File: config.mk
export PLATFORM = sky130hd
export DESIGN_NAME = render_scheduler
export DESIGN_NICKNAME = d
export VERILOG_FILES = /design/src/rtl/render_scheduler.sv
export SDC_FILE = /design/constraint.sdc
export NUM_CORES = 1
export LEC_CHECK = 0
export BUFFER_PORTS_ARGS = -buffer_cell sky130_fd_sc_hd__buf_2
export CORE_AREA = 2 2 75 77
export CTS_BUF_LIST = sky130_fd_sc_hd__clkbuf_4 sky130_fd_sc_hd__clkbuf_8
export CTS_CLUSTER_SIZE = 40
export DETAILED_ROUTE_END_ITERATION = 8
export DIE_AREA = 0 0 77 79
export MAX_ROUTING_LAYER = met4
export PLACE_DENSITY = 0.79
export SETUP_SLACK_MARGIN = 0.1
export SLEW_MARGIN = 20
export SYNTH_ARGS = -nofsm -noshare
export SYNTH_HDL_FRONTEND = slang
export SYNTH_SLANG_ARGS = --single-unit
File: constraint.sdc
create_clock -name clk -period 3 [get_ports clk]
set_input_delay 0.3 -clock clk [delete_from_list [all_inputs] [get_ports clk]]
set_output_delay 0.3 -clock clk [all_outputs]
set_load 0.01 [all_outputs]
File: src/rtl/render_scheduler.sv
// Per-line renderer sequencer: launches layer0/layer1/sprite renderers, arbitrates their fetches
// onto one VRAM read port and recovers from line overruns. RENDER_SCHED_STATS_EN adds statistics.
module render_scheduler #(
  parameter int unsigned ADDR_W   = 17,
  parameter int unsigned SPR_PRIO = 0
) (
  input  logic              clk,
  input  logic              rst,
  input  logic              line_render_start_i,
  input  logic [8:0]        line_idx_i,
  input  logic              layer0_enabled_i,
  input  logic              layer1_enabled_i,
  input  logic              sprites_enabled_i,
  output logic [8:0]        render_line_o,
  output logic              l0_start_o,
  output logic              l1_start_o,
  output logic              spr_start_o,
  output logic              render_abort_o,
  input  logic              l0_done_i,
  input  logic              l1_done_i,
  input  logic              spr_done_i,
  input  logic              l0_req_i,
  input  logic              l1_req_i,
  input  logic              spr_req_i,
  input  logic [ADDR_W-1:0] l0_addr_i,
  input  logic [ADDR_W-1:0] l1_addr_i,
  input  logic [ADDR_W-1:0] spr_addr_i,
  output logic              l0_ack_o,
  output logic              l1_ack_o,
  output logic              spr_ack_o,
  output logic              vram_req_o,
  output logic [ADDR_W-1:0] vram_addr_o,
  output logic [1:0]        vram_grant_o,
  input  logic              vram_ack_i,
  output logic              busy_o,
  output logic              overrun_o,
  input  logic              overrun_clr_i
`ifdef RENDER_SCHED_STATS_EN
  ,
  output logic [7:0]        overrun_count_o,
  output logic [15:0]       max_render_cycles_o
`endif
);

  typedef enum logic [1:0] {StIdle, StStart, StRender, StDrain} state_e;

  localparam logic [1:0] GntL0   = 2'd0;
  localparam logic [1:0] GntL1   = 2'd1;
  localparam logic [1:0] GntSpr  = 2'd2;
  localparam logic [1:0] GntNone = 2'd3;

  state_e      state_q, state_d;
  logic [8:0]  line_q, line_d;
  logic [2:0]  en_q, en_d;      // {spr, l1, l0}
  logic [2:0]  pend_q, pend_d;
  logic        ovr_q, ovr_d;
  logic        ovr_evt;

  logic [1:0]        gnt_q, gnt_d;
  logic [ADDR_W-1:0] addr_q, addr_d;
  logic [1:0]        ptr_q, ptr_d;
  logic [1:0]        win;

  logic [2:0] req_vec, done_vec, en_in;
  logic       xfer_busy, xfer_done, outstanding;

  assign req_vec     = {spr_req_i, l1_req_i, l0_req_i};
  assign done_vec    = {spr_done_i, l1_done_i, l0_done_i};
  assign en_in       = {sprites_enabled_i, layer1_enabled_i, layer0_enabled_i};
  assign xfer_busy   = (gnt_q != GntNone);
  assign xfer_done   = xfer_busy & vram_ack_i;
  assign outstanding = xfer_busy & ~vram_ack_i;

  // Sequencer
  always_comb begin
    state_d = state_q;
    line_d  = line_q;
    en_d    = en_q;
    pend_d  = pend_q;
    ovr_evt = 1'b0;
    unique case (state_q)
      StIdle: begin
        if (line_render_start_i) begin
          line_d  = line_idx_i;
          en_d    = en_in;
          state_d = StStart;
        end
      end
      StStart, StRender: begin
        pend_d = (state_q == StStart) ? en_q : (pend_q & ~done_vec);
        if (line_render_start_i) begin
          ovr_evt = 1'b1;
          line_d  = line_idx_i;
          en_d    = en_in;
          // A fetch in flight must complete before the renderers restart.
          state_d = outstanding ? StDrain : StStart;
        end else if (state_q == StStart) begin
          state_d = StRender;
        end else if (pend_d == 3'b000) begin
          state_d = StIdle;
        end
      end
      StDrain: begin
        if (line_render_start_i) begin
          line_d = line_idx_i;
          en_d   = en_in;
        end
        if (xfer_done) state_d = StStart;
      end
      default: state_d = StIdle;
    endcase
  end

  always_comb begin
    ovr_d = ovr_q;
    if (overrun_clr_i) ovr_d = 1'b0;
    if (ovr_evt)       ovr_d = 1'b1;
  end

  always_ff @(posedge clk) begin
    if (rst) begin
      state_q <= StIdle;
      line_q  <= '0;
      en_q    <= '0;
      pend_q  <= '0;
      ovr_q   <= 1'b0;
    end else begin
      state_q <= state_d;
      line_q  <= line_d;
      en_q    <= en_d;
      pend_q  <= pend_d;
      ovr_q   <= ovr_d;
    end
  end

  assign render_line_o                        = line_q;
  assign {spr_start_o, l1_start_o, l0_start_o} = (state_q == StStart) ? en_q : 3'b000;
  assign render_abort_o                       = ovr_evt;
  assign busy_o                               = (state_q != StIdle);
  assign overrun_o                            = ovr_q;

  // Arbiter
  function automatic logic [1:0] pick3(input logic [2:0] r, input logic [1:0] a,
                                       input logic [1:0] b, input logic [1:0] c);
    if (r[a]) return a;
    if (r[b]) return b;
    if (r[c]) return c;
    return GntNone;
  endfunction

  always_comb begin
    win = GntNone;
    if (SPR_PRIO != 0) begin
      if (spr_req_i)           win = GntSpr;
      else if (ptr_q == GntL1) win = pick3(req_vec & 3'b011, GntL1, GntL0, GntL0);
      else                     win = pick3(req_vec & 3'b011, GntL0, GntL1, GntL1);
    end else begin
      unique case (ptr_q)
        GntL1:   win = pick3(req_vec, GntL1, GntSpr, GntL0);
        GntSpr:  win = pick3(req_vec, GntSpr, GntL0, GntL1);
        default: win = pick3(req_vec, GntL0, GntL1, GntSpr);
      endcase
    end
  end

  always_comb begin
    gnt_d  = gnt_q;
    addr_d = addr_q;
    ptr_d  = ptr_q;
    if (!xfer_busy) begin
      if (win != GntNone) begin
        gnt_d = win;
        unique case (win)
          GntL0:   addr_d = l0_addr_i;
          GntL1:   addr_d = l1_addr_i;
          default: addr_d = spr_addr_i;
        endcase
        if (SPR_PRIO != 0) begin
          // Sprites do not disturb the layer round-robin.
          if (win != GntSpr) ptr_d = (win == GntL0) ? GntL1 : GntL0;
        end else begin
          ptr_d = (win == GntSpr) ? GntL0 : win + 2'd1;
        end
      end
    end else if (vram_ack_i) begin
      gnt_d = GntNone;
    end
  end

  always_ff @(posedge clk) begin
    if (rst) begin
      gnt_q  <= GntNone;
      addr_q <= '0;
      ptr_q  <= GntL0;
    end else begin
      gnt_q  <= gnt_d;
      addr_q <= addr_d;
      ptr_q  <= ptr_d;
    end
  end

  assign vram_req_o   = xfer_busy;
  assign vram_addr_o  = addr_q;
  assign vram_grant_o = gnt_q;
  assign l0_ack_o     = xfer_done & (gnt_q == GntL0);
  assign l1_ack_o     = xfer_done & (gnt_q == GntL1);
  assign spr_ack_o    = xfer_done & (gnt_q == GntSpr);

`ifdef RENDER_SCHED_STATS_EN
  logic [7:0]  ovr_cnt_q, ovr_cnt_d;
  logic [15:0] cyc_q, cyc_d, max_q, max_d, len;

  // len counts busy cycles of the current line including the present one.
  assign len = cyc_q + {15'd0, (cyc_q != 16'hffff)};

  always_comb begin
    ovr_cnt_d = overrun_clr_i ? 8'd0 : ovr_cnt_q;
    if (ovr_evt && ovr_cnt_d != 8'hff) ovr_cnt_d = ovr_cnt_d + 8'd1;

    cyc_d = cyc_q;
    if (state_d == StStart)      cyc_d = '0;
    else if (state_q != StIdle)  cyc_d = len;

    max_d = max_q;
    if (overrun_clr_i) begin
      max_d = '0;
    end else if (state_q != StIdle && state_d == StIdle && len > max_q) begin
      max_d = len;
    end
  end

  always_ff @(posedge clk) begin
    if (rst) begin
      ovr_cnt_q <= '0;
      cyc_q     <= '0;
      max_q     <= '0;
    end else begin
      ovr_cnt_q <= ovr_cnt_d;
      cyc_q     <= cyc_d;
      max_q     <= max_d;
    end
  end

  assign overrun_count_o     = ovr_cnt_q;
  assign max_render_cycles_o = max_q;
`endif

endmodule

**Yosys cells after proc, flatten, opt, wreduce, memory -nomap -nowiden**

Cells that the tools add are included.

- Flip-flop bits (word level): 39
- Latch bits: 0
- Bits in writable memories: 0
- Memory bits (read-only): 0
- Output and inout bits: 38
- Logic and storage cells: 109
- Memories: 0

- $add $sub $neg: 1
- $mul: 0
- Div/mod/pow operators: 0
- $lt $le $gt $ge: 0
- Equality and inequality tests: 16
- Shift-type cells: 0
- Muxes and demuxes: 62
- Bitwise gates (word level): 9
- Reductions and logical operators: 13

Operators with widths:

| operator | number |
|---|---|
| $mux W2 | 28 |
| $pmux W17 S2 | 1 |
| $mux W1 | 25 |
| $mux W9 | 2 |
| $mux W3 | 4 |
| $eq A2 B2 Y1 const B | 5 |
| $ne A2 B2 Y1 const B | 5 |
| $eq A2 B1 Y1 const B | 4 |
| $logic_not A2 Y1 | 3 |
| $pmux W2 S3 | 1 |
| $reduce_bool A2 Y1 | 3 |
| $and A1 B1 Y1 | 5 |
| $ne A4 B4 Y1 const B | 1 |
| $pmux W2 S2 | 1 |
| $reduce_and A2 Y1 | 2 |
| $reduce_or A2 Y1 | 2 |
| $reduce_or A4 Y1 | 1 |
| $and A3 B3 Y3 | 1 |
| $logic_not A3 Y1 | 1 |
| $not A3 Y3 | 1 |
| $reduce_and A3 Y1 | 1 |
| $add A2 B1 Y2 const B | 1 |
| $ne A2 B1 Y1 const B | 1 |
| $not A1 Y1 | 2 |

**Logic depth before layout (Yosys ltp)**

Gate-level depths: netlist of the first run.

- Depth after elaboration: 15
- Depth in mapped cells: 10
- Gate-level depth less buffers: 7

**Least setup slack after synthesis of the first run**

No wires, ideal clock.

- Path kind: reg2reg
- Start: register ptr_q[0]
- End: register addr_q[11] (netlist: vram_addr_o[11])
- Setup time: 119 ps
- Arrival: 2010 ps
- Slack: 871 ps
- Cell stages (with the launch flop): 11
- Buffers on the path: 3
- Period minus slack after synthesis: 2129 ps
- Path through: dfxtp_1 -> inv_1 -> ha_1 -> or3_1 -> buf_6 -> and2_4 -> buf_6 -> buf_12 -> a2111oi_2 -> a31oi_1 -> o221a_1

- Cells in the longest elaborated chain, start to end: 4
- Elaborated cells on any way between the ends: 8
- Classes of those cells: eq/ne: 4; mux: 2; reduce/logical: 2

RTL lines:

| element | RTL line | text |
|---|---|---|
| from (decl) | 61 | `logic [1:0] ptr_q, ptr_d;` |
| from (signal assigned) | 194 | `ptr_q <= GntL0;` |
| from (signal assigned) | 198 | `ptr_q <= ptr_d;` |
| $eq A2 B2 Y1 / $eq A2 B1 Y1 (equally long branches) | 158 | `unique case (ptr_q)` |
| $pmux W2 S2 * | 158 |  |
| $eq A2 B1 Y1, or another cell as far along | 173 | `unique case (win)` |
| $pmux W17 S2 / $reduce_and A2 Y1 (equally long branches) | - |  |
| to (signal assigned) | 197 | `addr_q <= addr_d;` |
| to (decl) | 60 | `logic [ADDR_W-1:0] addr_q, addr_d;` |

Every way passes the cells marked *; elsewhere a longest branch is shown, timed or not.
A chain may end at the register's enable or synchronous reset.

**Worst setup path in the final report of the first run**

- Start: register ptr_q[0]
- End: register addr_q[15] (netlist: vram_addr_o[15])

The elaborated chain is that of the path after synthesis.

==> results of run 1 <==
==> placed cells by master (no fill, tap or decap), types with 4 or more instances in the layout <==
cell type / instances
a21oi_1: 4
a2111oi_2: 7
inv_1: 9
nand2_1: 4
buf_4: 6
buf_2: 111
mux2i_1: 12
clkbuf_8: 6
nand3_1: 17
o21ai_0: 6
a2111oi_0: 8
and3_1: 17
o221a_2: 5
dfxtp_1: 39
nor2_1: 23
o221a_1: 12
ha_1: 6
and2_1: 4
a31oi_1: 35
==> where the power goes <==
part	leakage (nW)	switching, mW	internal (mW)	total, mW
sequential	0.323	0.118	0.683	0.801
clock	0.0612	0.175	0.269	0.444
combinational	1.05	0.819	0.566	1.38
==> kinds of logic after synthesis <==
family / count (synthesis)
AO/OA/AOI/OAI: 92
adder cells (fa/ha/maj): 6
buffers and inverters: 36
flip-flops: 39
multiplexers: 13
AND/OR/NAND/NOR: 85
==> per-layer routing <==
layer | vias to the layer above | wire [µm]
met4 | 0 | 98
li1 | 1253 | -
met1 | 1141 | 2960
met2 | 100 | 3030
met5 | - | 0
met3 | 10 | 452
==> registers in the layout, indices dropped and copies added, names as in the netlist <==
| name | flops |
|---|---|
| vram_addr_o | 17 |
| ptr_q | 2 |
| vram_grant_o | 2 |
| state_q | 2 |
| render_line_o | 9 |
| en_q | 3 |
| overrun_o | 1 |
| pend_q | 3 |
==> path summary, 6_finish.rpt <==
kind                                    to                   start  slack (ps)  cells after the start
min reg2reg         overrun_o$_SDFFE_PP0P_  overrun_o$_SDFFE_PP0P_         490                      2
max           vram_addr_o[15]$_SDFFE_PP0P_   ptr_q[0]$_SDFFE_PP0P_         470                      7
max reg2reg   vram_addr_o[15]$_SDFFE_PP0P_   ptr_q[0]$_SDFFE_PP0P_         470                      7
min          render_line_o[4]$_SDFFE_PP0P_           line_idx_i[4]         250                      3
==> critical path, cell delays in order (launching register included) <==
cell	delay, ps
dfxtp_1	360
inv_1	50
ha_1	330
or3_1	540
nand2_2	370
a22oi_1	200
nor2_4	360
o221a_1	260
==> final cells by class <==
class / instances / share of cell area
Clock buffer: 6 / 0.0267
Clock inverter: 2 / 0.0113
Sequential cell: 39 / 0.252
Timing Repair Buffer: 117 / 0.194
Tap cell: 72 / 0.0291
Multi-Input combinational cell: 196 / 0.474
Inverter: 10 / 0.0121
==> out/qor.yml, run 1 <==
status:
  status: "completed"
run:
  maxCapViolations: 0
floorplanning:
  dieWidth_um: 77
  initial_core_util: 0.454
  die_h_um: 79
  core_um2: 5340
  io_pins: 112
  die-area_um2: 6080
  num_rows: 27
setup_path:
  critical_path_class: "flip-flop to flip-flop"
  cp_max_fo: 19
  critPathRequiredTime_ps: 3230
  critPathLaunchType: "flip-flop"
  critPathCaptureType: "flip-flop"
  arrival_ps: 2770
final_layout:
  nNetsFinal: 449
  multi_input_area_um2: 1470
  areaGrowthSynthToFinish_pct: 27.8
  n_fill_cell: 516
  drive_gt1_frac: 0.397
  final_core_util: 0.579
  antenna_cells: 0
  fin_area_um2: 3090
  seqCellArea_um2: 781
  stdcell_count: 442
routing:
  ant_nets: 0
  drt_wl_total_um: 6540
  vias: 2504
  drcViolationCount: 0
  dr.pass1.iters: 4
  avgRoutedWirePerCell_um: 14.8
  vias_per_cell: 5.67
  drt_iter0_markers: 85
logic_synthesis:
  ys_seq_elements: 39
  synth_xor_area_frac: 0
  syn_area_per_cell_um2: 8.93
  synth_top_area_frac: 0.322
  syn_nets: 351
  synthMuxAreaShare: 0.0543
  async_reset_ff_frac: 0
  synth_area_um2: 2420
  synthFlopType: "dfxtp_1"
  synth_top_family_by_area: "compound AO/OA/AOI/OAI gates"
  ys_types: 45
  synth_edf_count: 0
  synth_warnings: 0
  synth-simple-area-share: 0.189
  synth_compound_area_frac: 0.326
  synth_area_leader_cell: "dfxtp_1"
  synthTopCellsByCount: "dfxtp_1 (39), a31oi_1 (35), nor2_1 (24)"
  yosysMostFrequentCell: "dfxtp_1"
  synthTopCellsByArea: "dfxtp_1 (32%), a31oi_1 (9.0%), o221a_1 (5.6%)"
  synth_fa_ha_area_frac: 0.0310
  synth_seq_area_share: 0.322
  synth_cells: 271
timing:
  fmax_mhz: 395
  fin_hold_ws_ps: 247
  setup_tns_ps: 0
  period_share: 0.844
  maxSlewHeadroom: 0.406
  layout_min_cycle_time_ps: 2530
  hold_viol: 0
  fin_skew_ps: 4.25
  tightest_slew_ps: 891
  rsz0062_at_grt: "no"
  setup_viol: 0
  fin_ws_ps: 467
  slew_violations: 0
grt:
  grt_use_met3: 0.0375
  grt-busiest-layer: "met2"
  grt_max_degree: 23
  antenna_found_initial: 0
  grt_overflow: 0
  grt_usage: 0.220
  grt_pass1_vias: 2219
  gr-usage-met2: 0.358
  met1_usage: 0.282
  grt_first_pass_wirelength_um: 10700
power:
  powerDensity_nw_per_um2: 850
  peakVddDrop_uv: 390
  power_mw: 2.63
  leakagePower_nw: 1.43
clock_tree:
  root_buffer: "clkbuf_8"
  cts_hold_buf: 0
  numCtsBuffers: 5
  cts.htree.levels: 2
  clockBufferDepth: 2
  cts_tree: "done"
  clk_latency_ps: 290
  cts_setup_buffers: 0
  cts_resized: 0
  clock-sinks: 39
  clk_pin_slew_ps: 70
min_path:
  hp-class: "primary input to flip-flop"
place:
  io_buffers: 111
  place_inst: 434
  routabilityCongestion: 0.827
  dpl_cell_area_um2: 2980
  place_hpwl_um: 5010
  dp_slack_ps: 506
(Power assumes the default switching activity.)
==> run 2, diff against run 1 <==
==> constraint.sdc (replaced) <==
create_clock -name clk -period 2.5 [get_ports clk]
set_input_delay 0.25 -clock clk [delete_from_list [all_inputs] [get_ports clk]]
set_output_delay 0.25 -clock clk [all_outputs]
set_load 0.01 [all_outputs]
==> out/qor.yml, run 2 (synthesis results as in run 1) <==
final_layout:
  final_common_cell: "buf_2"  # unchanged
  drive_gt1_frac: 0.411  # was 0.397
  areaGrowthSynthToFinish_pct: 29.9  # was 27.8%
  seqCellArea_um2: 781  # unchanged
  largest_reg_flops: 17  # unchanged
  n_fill_cell: 494  # was 516
  multi_input_area_um2: 1480  # was 1470 µm²
  stdcell_count: 447  # was 442
  nNetsFinal: 454  # was 449
  antenna_cells: 0  # unchanged
  final_core_util: 0.589  # was 0.579
  mostFrequentLayoutCells: "buf_2 (111), dfxtp_1 (39), a31oi_1 (35)"  # unchanged
  fin_area_um2: 3150  # was 3090 µm²
routing:
  vias: 2522  # was 2504
  drt_iter0_markers: 53  # was 85
  wl_met1_um: 2940  # was 2960 µm
  drt_wl_total_um: 6450  # was 6540 µm
  topRoutingLayerUsed: "met4"  # unchanged
  ant_nets: 0  # unchanged
  avgRoutedWirePerCell_um: 14.4  # was 14.8 µm
  vias_per_cell: 5.64  # was 5.67
  dr.pass1.iters: 4  # unchanged
  wl_met3_um: 499  # was 452 µm
  dr_wl_met2_um: 2940  # was 3030 µm
  drcViolationCount: 0  # unchanged
min_path:
  min_from: "line_idx_i[4]"  # unchanged
  holdPathStages: 3  # unchanged
  hp-class: "primary input to flip-flop"  # unchanged
  hold_end: "render_line_o[4]$_SDFFE_PP0P_"  # unchanged
floorplanning:
  die-area_um2: 6080  # unchanged
  core_um2: 5340  # unchanged
  dieWidth_um: 77  # unchanged
  die_h_um: 79  # unchanged
  num_rows: 27  # unchanged
  initial_core_util: 0.454  # unchanged
  io_pins: 112  # unchanged
setup_path:
  r2r-end: "vram_addr_o[2]$_SDFFE_PP0P_"  # was vram_addr_o[15]$_SDFFE_PP0P_
  crit_chain: "inv_1 > ha_1 > or3_1 > and2_4 > a2111oi_0 > a31oi_1 > o221a_2"  # was inv_1 > ha_1 > or3_1 > nand2_2 > a22oi_1 > nor2_4 > o221a_1
  critical_path_class: "flip-flop to flip-flop"  # unchanged
  rrSetupSlack_ps: 180  # was 470 ps
  cpPeakStageDelay_ps: 460  # was 540 ps
  arrival_ps: 2500  # was 2770 ps
  regToRegStartpoint: "ptr_q[0]$_SDFFE_PP0P_"  # unchanged
  critPathRequiredTime_ps: 2680  # was 3230 ps
  crit_buf_inv: 1  # unchanged
  critPathCaptureType: "flip-flop"  # unchanged
  critPathLaunchType: "flip-flop"  # unchanged
  cp_max_fo: 18  # was 19
  r2r_cells: 7  # unchanged
  path_delay_family: "compound AO/OA/AOI/OAI gates"  # was simple AND/OR/NAND/NOR gates
  cpMaxStageDelayCell: "a2111oi_0"  # was or3_1
grt:
  grt_pass1_vias: 2267  # was 2219
  grt_first_pass_wirelength_um: 10800  # was 10700 µm
  grt_overflow: 0  # unchanged
  antenna_found_initial: 0  # unchanged
  grt_max_degree: 25  # was 23
  grt_usage: 0.219  # was 0.220
clock_tree:
  numCtsBuffers: 5  # unchanged
  clk_latency_ps: 280  # was 290 ps
  root_buffer: "clkbuf_8"  # unchanged
  cts_tree: "done"  # unchanged
  cts_hold_buf: 0  # unchanged
  clk_pin_slew_ps: 70  # about the same
  clockBufferDepth: 2  # unchanged
  cts.htree.levels: 2  # unchanged
  clock-sinks: 39  # unchanged
run:
  maxCapViolations: 0  # unchanged
timing:
  rsz0062_at_grt: "no"  # unchanged
  layout_min_cycle_time_ps: 2320  # was 2530 ps
  setup_viol: 0  # unchanged
  tightest_slew_ps: 776  # was 891 ps
  fin_ws_ps: 175  # was 467 ps
  hold_viol: 0  # unchanged
  fin_hold_ws_ps: 199  # was 247 ps
  maxSlewHeadroom: 0.482  # was 0.406
  setup_tns_ps: 0  # unchanged
  fin_skew_ps: 2.96  # was 4.25 ps
  period_share: 0.930  # was 0.844
  slew_violations: 0  # unchanged
  fmax_mhz: 430  # was 395 MHz
status:
  status: "completed"  # unchanged
power:
  powerDensity_nw_per_um2: 1030  # was 850 nW/µm²
  peakVddDrop_uv: 534  # was 390 µV
  power_mw: 3.23  # was 2.63 mW
  leakagePower_nw: 1.46  # was 1.43 nW
place:
  io_buffers: 111  # unchanged
  routabilityCongestion: 0.847  # was 0.827
  dp_slack_ps: 174  # was 506 ps
  dpl_cell_area_um2: 3000  # was 2980 µm²
  place_hpwl_um: 5010  # unchanged
  place_inst: 437  # was 434
run 2: changes by cell type in the layout (fill, tap and decap cells not counted):
| cell | previous run | this run |
|---|---|---|
| a32oi_2 | 1 | 0 |
| a32oi_4 | 0 | 1 |
| and2_1 | 4 | 3 |
| and2_2 | 0 | 1 |
| buf_4 | 6 | 11 |
| nor2b_1 | 3 | 2 |
| nor2b_2 | 0 | 1 |
run 2: layout make-up:
cell class | count | area share
multi-input combinational | 196 | 0.471
sequential | 39 | 0.248
clock buffer | 6 | 0.0263
timing repair buffer | 122 | 0.203
tap | 72 | 0.0286
inverter | 10 | 0.0119
clock inverter | 2 | 0.0111
run 2: how the worst max path moves through the flow:
| stage | startpoint | endpoint | depth (start not counted) |
|---|---|---|---|
| 6_report | ptr_q[0]$_SDFFE_PP0P_ | vram_addr_o[2]$_SDFFE_PP0P_ | 7 |
| 5_1_grt | ptr_q[0]$_SDFFE_PP0P_ | vram_addr_o[2]$_SDFFE_PP0P_ | 7 |
| 4_1_cts | ptr_q[0]$_SDFFE_PP0P_ | vram_addr_o[3]$_SDFFE_PP0P_ | 8 |
| 3_5_place_dp | ptr_q[0]$_SDFFE_PP0P_ | vram_addr_o[3]$_SDFFE_PP0P_ | 8 |
| 3_3_place_gp | ptr_q[0]$_SDFFE_PP0P_ | vram_addr_o[3]$_SDFFE_PP0P_ | 8 |
| 2_1_floorplan | ptr_q[0]$_SDFFE_PP0P_ | vram_addr_o[11]$_SDFFE_PP0P_ | 10 |
run 2: tightest hold or removal path, delay by kind of cell:
family | cells | cell delay [ps]
mux | 1 | 50
simple gates | 1 | 70
buf+inv | 1 | 80
run 2: report_power, final:
group          switching, mW  internal (mW)  total [mW]
logic                  0.995          0.746        1.74
clock network          0.209          0.323       0.532
registers              0.135          0.820       0.955
total                   1.34           1.89        3.23
run 2: layer usage:
metal / vias up / GRT usage
li1: 1261 / -
met1: 1137 / 0.282
met2: 116 / 0.353
met3: 8 / 0.0489
met4: 0 / 0.0554
met5: - / -
run 2: timing repair:
item	4_1_cts	5_1_grt
endpoints found under the setup margin	0	17
gates resized for setup	0	3
setup buffers	0	2
